[config.mk]
export PLATFORM = sky130hd
export DESIGN_NAME = rec2pol_seq_flat
export DESIGN_NICKNAME = d
export VERILOG_FILES = /design/src/rtl/rec2pol_seq_if.sv /design/src/rtl/rec2pol_seq.sv /design/src/flat_wrapper.sv
export SDC_FILE = /design/constraint.sdc
export NUM_CORES = 1
export LEC_CHECK = 0
export CAP_MARGIN = 20
export CORE_AREA = 2 2 112 114
export DETAILED_ROUTE_END_ITERATION = 6
export DIE_AREA = 0 0 114 116
export GPL_TIMING_DRIVEN = 0
export PLACE_DENSITY = 0.84
export SYNTH_ARGS = -nofsm -noshare
export SYNTH_HDL_FRONTEND = slang
export SYNTH_SLANG_ARGS = --single-unit
[constraint.sdc]
create_clock -name clock -period 2.34 [get_ports clock]
set_input_delay 0.468 -clock clock [delete_from_list [all_inputs] [get_ports clock]]
set_output_delay 0.468 -clock clock [all_outputs]
set_load 0.01 [all_outputs]
[src/rtl/rec2pol_seq_if.sv]
// Bundle between rec2pol_seq, its upstream/downstream and the CORDIC core.
// master drives samples, core results and out_ready; slave is the sequencer.
interface rec2pol_seq_if;
    logic        in_valid;
    logic        in_ready;
    logic [31:0] in_x;
    logic [31:0] in_y;
    logic        cor_enable;
    logic        cor_start;
    logic [31:0] cor_x;
    logic [31:0] cor_y;
    logic [31:0] cor_mod;
    logic [31:0] cor_angle;
    logic        out_valid;
    logic        out_ready;
    logic [31:0] out_mod;
    logic [31:0] out_angle;
    logic        out_flip;
    logic        busy;

    modport master (
        output in_valid, in_x, in_y, cor_mod, cor_angle, out_ready,
        input  in_ready, cor_enable, cor_start, cor_x, cor_y,
        input  out_valid, out_mod, out_angle, out_flip, busy
    );

    modport slave (
        input  in_valid, in_x, in_y, cor_mod, cor_angle, out_ready,
        output in_ready, cor_enable, cor_start, cor_x, cor_y,
        output out_valid, out_mod, out_angle, out_flip, busy
    );
endinterface

[src/rtl/rec2pol_seq.sv]
// Sequencer in front of the rec2pol CORDIC vectoring core; one sample in flight.
// Optional QUAD_FOLD_EN: fold x<0 samples into the right half-plane, flag +180 deg.
module rec2pol_seq #(
    parameter int NITER = 32
) (
    input  logic          clock,
    input  logic          reset,
    rec2pol_seq_if.slave  bus
);
    localparam logic [2:0] S_IDLE    = 3'd0;
    localparam logic [2:0] S_START   = 3'd1;
    localparam logic [2:0] S_ITER    = 3'd2;
    localparam logic [2:0] S_CAPTURE = 3'd3;
    localparam logic [2:0] S_DONE    = 3'd4;

    localparam logic [5:0] LAST = 6'(NITER - 1);

    logic [2:0]  state_q, state_d;
    logic [5:0]  cnt_q, cnt_d;
    logic [31:0] cx_q, cx_d;
    logic [31:0] cy_q, cy_d;
    logic [31:0] mod_q, mod_d;
    logic [31:0] ang_q, ang_d;
    logic        fold_q, fold_d;
    logic        flip_q, flip_d;

    logic [31:0] fx;
    logic [31:0] fy;
    logic        fneg;

`ifdef QUAD_FOLD_EN
    // -(-2^31) has no 32-bit representation, clamp to the largest positive
    function automatic logic [31:0] sat_neg(input logic [31:0] v);
        if (v == 32'h8000_0000) begin
            return 32'h7FFF_FFFF;
        end
        return (~v) + 32'd1;
    endfunction

    // left half-plane samples are mirrored through the origin
    always_comb begin
        fneg = bus.in_x[31];
        fx   = fneg ? sat_neg(bus.in_x) : bus.in_x;
        fy   = fneg ? sat_neg(bus.in_y) : bus.in_y;
    end
`else
    // no folding: raw samples go to the core
    always_comb begin
        fneg = 1'b0;
        fx   = bus.in_x;
        fy   = bus.in_y;
    end
`endif

    // next-state and datapath updates
    always_comb begin
        state_d = state_q;
        cnt_d   = cnt_q;
        cx_d    = cx_q;
        cy_d    = cy_q;
        mod_d   = mod_q;
        ang_d   = ang_q;
        fold_d  = fold_q;
        flip_d  = flip_q;
        unique case (state_q)
            S_IDLE: begin
                if (bus.in_valid) begin
                    cx_d    = fx;
                    cy_d    = fy;
                    fold_d  = fneg;
                    state_d = S_START;
                end
            end
            S_START: begin
                cnt_d   = 6'd0;
                state_d = S_ITER;
            end
            S_ITER: begin
                if (cnt_q == LAST) begin
                    cnt_d   = 6'd0;
                    state_d = S_CAPTURE;
                end else begin
                    cnt_d = cnt_q + 6'd1;
                end
            end
            S_CAPTURE: begin
                mod_d   = bus.cor_mod;
                ang_d   = bus.cor_angle;
                flip_d  = fold_q;
                state_d = S_DONE;
            end
            S_DONE: begin
                if (bus.out_ready) begin
                    state_d = S_IDLE;
                end
            end
            default: begin
                state_d = S_IDLE;
            end
        endcase
    end

    // state registers with synchronous active-low reset
    always_ff @(posedge clock) begin
        if (!reset) begin
            state_q <= S_IDLE;
            cnt_q   <= 6'd0;
            cx_q    <= 32'd0;
            cy_q    <= 32'd0;
            mod_q   <= 32'd0;
            ang_q   <= 32'd0;
            fold_q  <= 1'b0;
            flip_q  <= 1'b0;
        end else begin
            state_q <= state_d;
            cnt_q   <= cnt_d;
            cx_q    <= cx_d;
            cy_q    <= cy_d;
            mod_q   <= mod_d;
            ang_q   <= ang_d;
            fold_q  <= fold_d;
            flip_q  <= flip_d;
        end
    end

    assign bus.in_ready   = (state_q == S_IDLE);
    assign bus.cor_start  = (state_q == S_START);
    assign bus.cor_enable = (state_q == S_START) || (state_q == S_ITER);
    assign bus.cor_x      = cx_q;
    assign bus.cor_y      = cy_q;
    assign bus.out_valid  = (state_q == S_DONE);
    assign bus.out_mod    = mod_q;
    assign bus.out_angle  = ang_q;
    assign bus.out_flip   = flip_q;
    assign bus.busy       = (state_q != S_IDLE);
endmodule

[src/flat_wrapper.sv]
// flat-port wrapper written by rule: the top's interface ports become plain ports
module rec2pol_seq_flat 
#(
    parameter int NITER = 32
)
  (clock, reset, bus_in_valid, bus_in_x, bus_in_y, bus_cor_mod, bus_cor_angle, bus_out_ready, bus_in_ready, bus_cor_enable, bus_cor_start, bus_cor_x, bus_cor_y, bus_out_valid, bus_out_mod, bus_out_angle, bus_out_flip, bus_busy);
  rec2pol_seq_if bus_i ();
  input  logic clock;
  input  logic reset;
  input wire logic [$bits(bus_i.in_valid)-1:0] bus_in_valid;
  input wire logic [$bits(bus_i.in_x)-1:0] bus_in_x;
  input wire logic [$bits(bus_i.in_y)-1:0] bus_in_y;
  input wire logic [$bits(bus_i.cor_mod)-1:0] bus_cor_mod;
  input wire logic [$bits(bus_i.cor_angle)-1:0] bus_cor_angle;
  input wire logic [$bits(bus_i.out_ready)-1:0] bus_out_ready;
  output wire logic [$bits(bus_i.in_ready)-1:0] bus_in_ready;
  output wire logic [$bits(bus_i.cor_enable)-1:0] bus_cor_enable;
  output wire logic [$bits(bus_i.cor_start)-1:0] bus_cor_start;
  output wire logic [$bits(bus_i.cor_x)-1:0] bus_cor_x;
  output wire logic [$bits(bus_i.cor_y)-1:0] bus_cor_y;
  output wire logic [$bits(bus_i.out_valid)-1:0] bus_out_valid;
  output wire logic [$bits(bus_i.out_mod)-1:0] bus_out_mod;
  output wire logic [$bits(bus_i.out_angle)-1:0] bus_out_angle;
  output wire logic [$bits(bus_i.out_flip)-1:0] bus_out_flip;
  output wire logic [$bits(bus_i.busy)-1:0] bus_busy;
  assign bus_i.in_valid = bus_in_valid;
  assign bus_i.in_x = bus_in_x;
  assign bus_i.in_y = bus_in_y;
  assign bus_i.cor_mod = bus_cor_mod;
  assign bus_i.cor_angle = bus_cor_angle;
  assign bus_i.out_ready = bus_out_ready;
  assign bus_in_ready = bus_i.in_ready;
  assign bus_cor_enable = bus_i.cor_enable;
  assign bus_cor_start = bus_i.cor_start;
  assign bus_cor_x = bus_i.cor_x;
  assign bus_cor_y = bus_i.cor_y;
  assign bus_out_valid = bus_i.out_valid;
  assign bus_out_mod = bus_i.out_mod;
  assign bus_out_angle = bus_i.out_angle;
  assign bus_out_flip = bus_i.out_flip;
  assign bus_busy = bus_i.busy;
  rec2pol_seq #(.NITER(NITER)) u_core (.clock(clock), .reset(reset), .bus(bus_i));
endmodule
---- Word level (Yosys, flattened, before mapping) ----
Index checks and enable logic that the tools add are counted.
word-level totals
  output and inout bits ................... 134
  word-level logic and storage cells ...... 27
  input bits .............................. 132
  register bits ........................... 137
operators by class
  eq/ne operators ......................... 8
  add/subtract/negate cells ............... 1
  reductions and logical operators ........ 6
  muxes and demuxes ....................... 6
operators with widths
  kind                   count
  $pmux W3 S5            1
  $pmux W6 S2            1
  $mux W3                3
  $add A6 B1 Y6 const B  1
  $eq A3 B2 Y1 const B   2
  $eq A6 B5 Y1 const B   1
  $mux W6                1
  $ne A2 B2 Y1 const B   2
  $eq A3 B1 Y1 const B   1
  $eq A3 B3 Y1 const B   1
  $logic_not A3 Y1       1
  $reduce_and A3 Y1      1
  $reduce_bool A3 Y1     1
  $ne A2 B1 Y1 const B   1
  $reduce_and A2 Y1      1
  $reduce_bool A2 Y1     1
  $logic_or A1 B1 Y1     1

---- Longest topological paths before layout ----
  depth in word-level cells ............... 3
  mapped depth ............................ 7
  gate-level depth less buffers ........... 5

---- Least setup slack after synthesis ----
Ideal clock, no wire load.
  kind .................................... reg2out
  start point ............................. reg u_core.state_q[0]
  end point ............................... out bus_cor_enable
  path slack .............................. 0.893 ns
  buffers on the path ..................... 2
  data required time ...................... 1.872 ns
  stages on the path, launching flop included .. 5
  arrival time ............................ 0.979 ns
  path through ............................ dfxtp_1 clkbuf_1 buf_2 xnor2_1 nor2_1
on the way
  cells in the longest elaborated chain, start to end .. 2
  elaborated cells between the ends (all ways) .. 3
  those cells by class .................... eq/ne: 2; reduce/logical: 1
ends and longest elaborated chain
  element                                              line                text
  from (decl)                                          rec2pol_seq.sv:18   logic [2:0] state_q, state_d;
  from (signal assigned)                               rec2pol_seq.sv:115  state_q <= state_d;
  $eq A3 B1 Y1 / $eq A3 B2 Y1 (equally long branches)  rec2pol_seq.sv:128  assign bus.cor_enable = (state_q == S_START) || (state_q == S_ITER);
  $logic_or A1 B1 Y1 (*)                               rec2pol_seq.sv:128
  to (decl)                                            flat_wrapper.sv:17  output wire logic [$bits(bus_i.cor_enable)-1:0] bus_cor_enable;
Mark *: on every way between the ends. The rest lies on a longest branch, timed or not.

---- Worst setup path after layout ----
  start point ............................. reg u_core.state_q[1]
  end point ............................... out bus_cor_start
on the way
  cells in the longest elaborated chain, start to end .. 1
ends and longest elaborated chain
  element       line                text
  $eq A3 B1 Y1  rec2pol_seq.sv:127  assign bus.cor_start = (state_q == S_START);
  to (decl)     flat_wrapper.sv:18  output wire logic [$bits(bus_i.cor_start)-1:0] bus_cor_start;
Every way passes these cells.

==> flow_summary.ini <==
[outcome]
status = finished clean

[power_and_ir_drop]
p_switching_uw = 1380
pwr-share-clk_pct = 40.5
p_per_area_nw_per_um2 = 695.8
p_int_uw = 4411
p_leak_uw = 0.003006
pwr-share-comb_pct = 16.1
seqPwrFrac_pct = 43.4
switching_share_pct = 23.83
ir_drop_mv = 0.5331
p_total_uw = 5791

[yosys]
netlist_top_cells_area = dfxtp_1 (55%), nand2_1 (20%), a21oi_1 (13%), buf_6 (1.6%), buf_2 (1.3%)
synth_seq_cells = 137
synth_top_area_share_pct = 55.13
ys_seq_area_share_pct = 55.13
synth_edf_count = 0
syn_nets = 760
synth-main-ff-cell = dfxtp_1
synth.largest_area_cell = dfxtp_1
async_flop_share_pct = 0
postSynthCellCount = 627
yosysUniqueCellTypes = 39
syn_avg_cell_area_um2 = 7.934
synth-warning-count = 0
syn_area_um2 = 4975

[clock_network]
postCtsHoldBufs = 0
clockBufferDepth = 2
cts_tree = built
cts_setup_buffers = 0
cts_buffers = 17
h-tree-depth = 4
clock-sinks = 137
clk_latency_ns = 0.41
cts_resized = 3
clkSlewWorstSetupHoldPaths_ns = 0.05
clockRootBuffer = clkbuf_16

[final_layout]
final_cell_mix = clkdlybuf4s50_1 (264), nand2_1 (262), dfxtp_1 (135)
nFillCells = 949
n_antenna_cell = 0
layout_commonest_cell = clkdlybuf4s50_1
nets = 1042
drive_gt1_share_pct = 6.318
area_growth_pct = 67.28

[floorplanning]
coreArea_um2 = 11910
rows = 40
die_h_um = 116
ios = 266
initial_core_util_pct = 41.76
die_w_um = 114
dieArea_um2 = 13220

[sta]
skew_ns = 0.003370
setup_viol = 0
slew_viol_final = 0
clock.fmax_ghz = 0.4400
finalHoldViolCount = 0
worstMarginPinSlew_ns = 0.6397
max_slew_margin_pct = 57.35
setup_tns_ns = 0
fin_crit_ns = 2.273
post-route-period-util_pct = 97.13
rsz0062_at_grt = false

[routing]
wirelength_um = 15660
vias_per_cell = 4.883
drt_pass1_iterations = 4
vias = 5200
wl_per_cell_um = 14.70
first_iter_violations = 276
ant_nets = 0
drcViolationCount = 0

[critical_path]
critPathArrivalTime_ns = 1.80
path_class = reg2out
cp-start-kind = register
r2r_setup_slack_ns = 0.69
crit_fanout = 10
critPathRequiredTime_ns = 1.87
cp-end-kind = output pin

[global_routing]
track_usage_pct = 22.94
grt_first_pass_wirelength_um = 23520
grt_antenna_before_repair = 0
grt_overflow = 0
grt_pass1_vias = 4850
grt_max_degree = 17

[worst_hold_path]
worstHoldPathType = reg2reg

[placement]
io_buffers = 264
place_hpwl_um = 11530
finalWeightedCongestion = 0.8165

[run]
cap_violations = 0
## flip-flops by register name (all words and copies together) (netlist names)
name and cells:
u_core.bus.out_angle 32, u_core.bus.cor_x 32, u_core.cnt_q 6, u_core.bus.cor_y 32, u_core.state_q 3, u_core.bus.out_mod 32
## area by class of cell
| class | count | area [um^2] | share of cell area (%) |
|---|---|---|---|
| buffer | 45 | 261.5 | 3.142 |
| clock buffer | 24 | 491.7 | 5.909 |
| tap | 147 | 183.9 | 2.210 |
| clock inverter | 4 | 20.02 | 0.2406 |
| inverter | 4 | 15.01 | 0.1804 |
| sequential | 137 | 2745 | 32.99 |
| multi-input combinational | 440 | 1962 | 23.58 |
| timing repair buffer | 264 | 2643 | 31.75 |
## worst max-delay path, cell delays in order, from the launching register on
cell and delay, ns:
dfxtp_2 0.36, buf_4 0.18, nor2_1 0.16, and2_1 0.16, clkdlybuf4s50_1 0.54
## cell usage after synthesis (all sizes together) (2+ instances only)
library cell and number:
inv 4, nor3 3, buf 30, a31oi 3, dfxtp 137, o21ai 4, nor2 5, nand3 4
a21oi 131, or4 2, nand2b 3, nand2 262, nor2b 2, clkbuf 16, and2 5
## power groups by stage
stage / clock, uW / sequential, uW / combinational, uW
floorplan: 0 / 2610 / 333
detailed placement: 0 / 2560 / 938
CTS: 2380 / 2510 / 941
global placement: 0 / 2550 / 930
global route: 2480 / 2520 / 1010
finish: 2350 / 2510 / 933
## cell families (layout without fill, tap and decap cells)
| kind of cell | after synthesis | count (layout) | synth area share [%] |
|---|---|---|---|
| XOR/XNOR | 1 | 1 | 0.1761 |
| buffers and inverters | 50 | 341 | 5.533 |
| flip-flops | 137 | 137 | 55.13 |
| AO/OA/AOI/OAI | 145 | 145 | 15.22 |
| adder cells (fa/ha/maj) | 1 | 1 | 0.2515 |
| other | 1 | 1 | 0.07538 |
| AND/OR/NAND/NOR | 292 | 292 | 23.62 |
## metrics by stage
| stage | instance area (um^2) | setup WS [ns] | std cells | hold slack (ns) | utilization, % |
|---|---|---|---|---|---|
| floorplan | 4975 | 0.8931 | 627 | 0.4507 | - |
| global placement | 7801 | -0.02380 | 1038 | 0.4405 | 65.49 |
| detailed placement | 7801 | -0.07073 | 1038 | 0.4455 | 65.49 |
| CTS | 8318 | 0.003667 | 1065 | 0.4526 | 69.83 |
| global route | 8322 | 0.01426 | 1065 | 0.4646 | 69.86 |
| finish | 8322 | 0.06708 | 1065 | 0.4511 | 69.86 |
## routing by layer
layer,global-route usage (%),share of wire (%)
met5,0,0
met4,9.512,2.4
met3,8.839,9.8
met2,39.76,48
met1,25.32,40
## worst paths after layout
path                                           end  depth (start not counted)                         startpoint
min reg2reg      u_core.bus.cor_x[10]$_SDFFE_PN0P_                          2  u_core.bus.cor_x[10]$_SDFFE_PN0P_
max reg2reg  u_core.bus.out_angle[29]$_SDFFE_PN0P_                          6     u_core.state_q[1]$_SDFFE_PN0P_
max                                  bus_cor_start                          4     u_core.state_q[1]$_SDFFE_PN0P_
min              u_core.bus.cor_x[10]$_SDFFE_PN0P_                          2  u_core.bus.cor_x[10]$_SDFFE_PN0P_
No activity file was read; power rests on OpenSTA's default activity.
==> variant: new RTL, same settings <==
Make the reset (`reset`) asynchronous in one clocked block. Comments in the files are not updated.
--- a/src/rtl/rec2pol_seq.sv
+++ b/src/rtl/rec2pol_seq.sv
@@ -102,5 +102,5 @@
 
     // state registers with synchronous active-low reset
-    always_ff @(posedge clock) begin
+    always_ff @(posedge clock or negedge reset) begin
         if (!reset) begin
             state_q <= S_IDLE;
Behaviour: differs if reset is asserted again (counterexample within 4 cycles, from zero or initial values and one cycle with reset low); with reset held inactive, the same outputs for 10 cycles.
==> variant against the unedited design <==
Wire length shrank 8.1%. Synthesized area is 6.3% higher. Worst setup slack worse by 8.1 ps. Design area increased by 4.3%. Sequential cell count did not move. Fmax fell by 0.35%. Global-route usage down 0.98 points.
Power is not compared: it rests on default switching activity, and its combinational part moved more than twofold at a synthesized area within 25%.
==> variant: results (changes against the unedited design) <==
- Average wire per cell in the routed design: 18.5 µm (+26%)
- GR Util All Layers: 22.0% (-0.98 points)
- The number of global-route vias before repair was 4159 (-14%).
- Leakage Power: around 3.7 nW
- Pin count of the biggest net entering global routing: 74 (+57)
- Total via count after detailed routing: 3859 (-26%)
- The run finished with clean final reports.
- The routed length on met1 came to 5360 µm (-14%).
- Biggest area contributors in the synthesized netlist: sky130_fd_sc_hd__dfrtp_1 (65%), sky130_fd_sc_hd__mux2_2 (18%), sky130_fd_sc_hd__mux2_1 (8.9%), sky130_fd_sc_hd__buf_2 (1.3%), sky130_fd_sc_hd__o21ai_0 (0.85%)
- Synth Area in Adders: 0.237% (-0.015 points)
- Cell-internal power: 8.35 mW
- The fraction of synthesized area in multiplexers came to 27.3% (+27 points).
- Post-synth ARST share: 100% (+100 points)
- The biggest fanout along the worst timing path came to 10 (unchanged).
- Placed wire-length estimate: 10900 µm (-5.1%)
- Net count of the mapped netlist: 469 (-38%)
- The fraction of layout instances using a drive strength above 1 was 21.5% (+15 points).
* Routability-driven placement congestion ratio: 0.848 (+3.9%)
- The placed cell count was 748 (-28%).
* Yosys warning count: 0 (unchanged)
* Routing usage on met1: 23.7% (-1.6 points)
- The number of unique standard cell types used by synthesis was 33 (-15%).
- Number of DRC violations after detailed-routing iteration 0: 194 (-30%)
* Clock latency at the later pin of the worst-skew pair: 410 ps (about the same)
* Most used flip-flop cell after synthesis: sky130_fd_sc_hd__dfrtp_1
- Synth Area in Compound Gates: 2.63% (-13 points)
- Post-route non-filler standard cell count: 777 (-27%)
- The first-pass GRT wire length was 21700 µm (-7.5%).
- The commonest cells after synthesis are sky130_fd_sc_hd__dfrtp_1 (137), sky130_fd_sc_hd__mux2_2 (86), sky130_fd_sc_hd__mux2_1 (42), sky130_fd_sc_hd__buf_2 (14), sky130_fd_sc_hd__o21ai_0 (9).
* Cell count after synthesis: 336 (-46%)
* Min-Delay Path Class: in2async
- The routing usage on met2 is 37.3% (-2.5 points).
- Number of fill cells in the layout: 814 (-14%)
- The xor-xnor portion of the synthesized cell area came to 0.166% (-0.010 points).
* Remaining max-slew budget at the tightest pin: 59.2% (+1.9 points)
* Post-synthesis sequential area ratio: 64.9% (+9.7 points)
* Routed wire length on met3: 1420 µm (-6.9%)
- Maximum level of the CTS H-tree: 4 (unchanged)
- The worst setup skew after layout came to 6.72 ps (+3.35 ps).
- Met2 wirelength from detailed routing: 7190 µm (-4.4%)
* Cell family with the largest share of critical-path delay: buffers and inverters
- The worst slack at placement came to -27.9 ps (+42.9 ps).
- The number of gates given a new drive strength after cts was 8 (+5).
* Global-route track usage on met3: 9.31% (+0.47 points)
- The number of antenna violations at the first check in global routing is 1 (+1).
- The maximum cell stage delay along the critical path is 520 ps (-20 ps).
* Max VDD drop: between 0.0007 and 0.0008 V
## variant: changes by cell type after synthesis, moves of 7 or more
cell and change:
sky130_fd_sc_hd__dfxtp_1 -137, sky130_fd_sc_hd__clkbuf_1 -13, sky130_fd_sc_hd__mux2_2 +86, sky130_fd_sc_hd__dfrtp_1 +137, sky130_fd_sc_hd__buf_6 -7, sky130_fd_sc_hd__a21oi_1 -128
sky130_fd_sc_hd__mux2_1 +42, sky130_fd_sc_hd__nand2_1 -259
## variant: final timing paths
kind                                      start                 endpoint  depth (start not counted)  slack, ps
setup reg to reg              u_core.state_q[1]     u_core.bus.cor_y[10]                          4        310
hold / removal                            reset  u_core.bus.out_angle[6]                          1         40
min in group clock         u_core.bus.cor_y[26]     u_core.bus.cor_y[26]                          1        480
max in group asynchronous                 reset     u_core.bus.cor_y[30]                          2       1510
hold reg to reg            u_core.bus.cor_y[26]     u_core.bus.cor_y[26]                          1        480
setup / recovery              u_core.state_q[0]            bus_out_valid                          5         60
## variant: final cells by class
cell class | count | area share (%)
clock inverter | 4 | 0.231
antenna | 1 | 0.0288
clock buffer | 25 | 5.59
tap | 147 | 2.12
sequential | 137 | 39.5
multi-input combinational | 177 | 20.4
inverter | 4 | 0.173
buffer | 16 | 1.05
timing repair buffer | 266 | 30.9
## variant: through the flow
| step | TNS (ps) | total power [mW] | utilization (%) | instance area, µm² | hold slack, ps |
|---|---|---|---|---|---|
| after global placement | -600510 | 9.49 | 68.1 | 8110 | 466 |
| after floorplan | 0 | 6.48 | - | 5290 | 172 |
| after detailed placement | -112 | 9.74 | 68.4 | 8140 | 474 |
| final | 0 | 12.0 | 72.9 | 8680 | 37.4 |
| after CTS | 0 | 12.1 | 72.7 | 8660 | 59.1 |
| after global routing | -7.93 | 12.7 | 72.9 | 8680 | 87.5 |
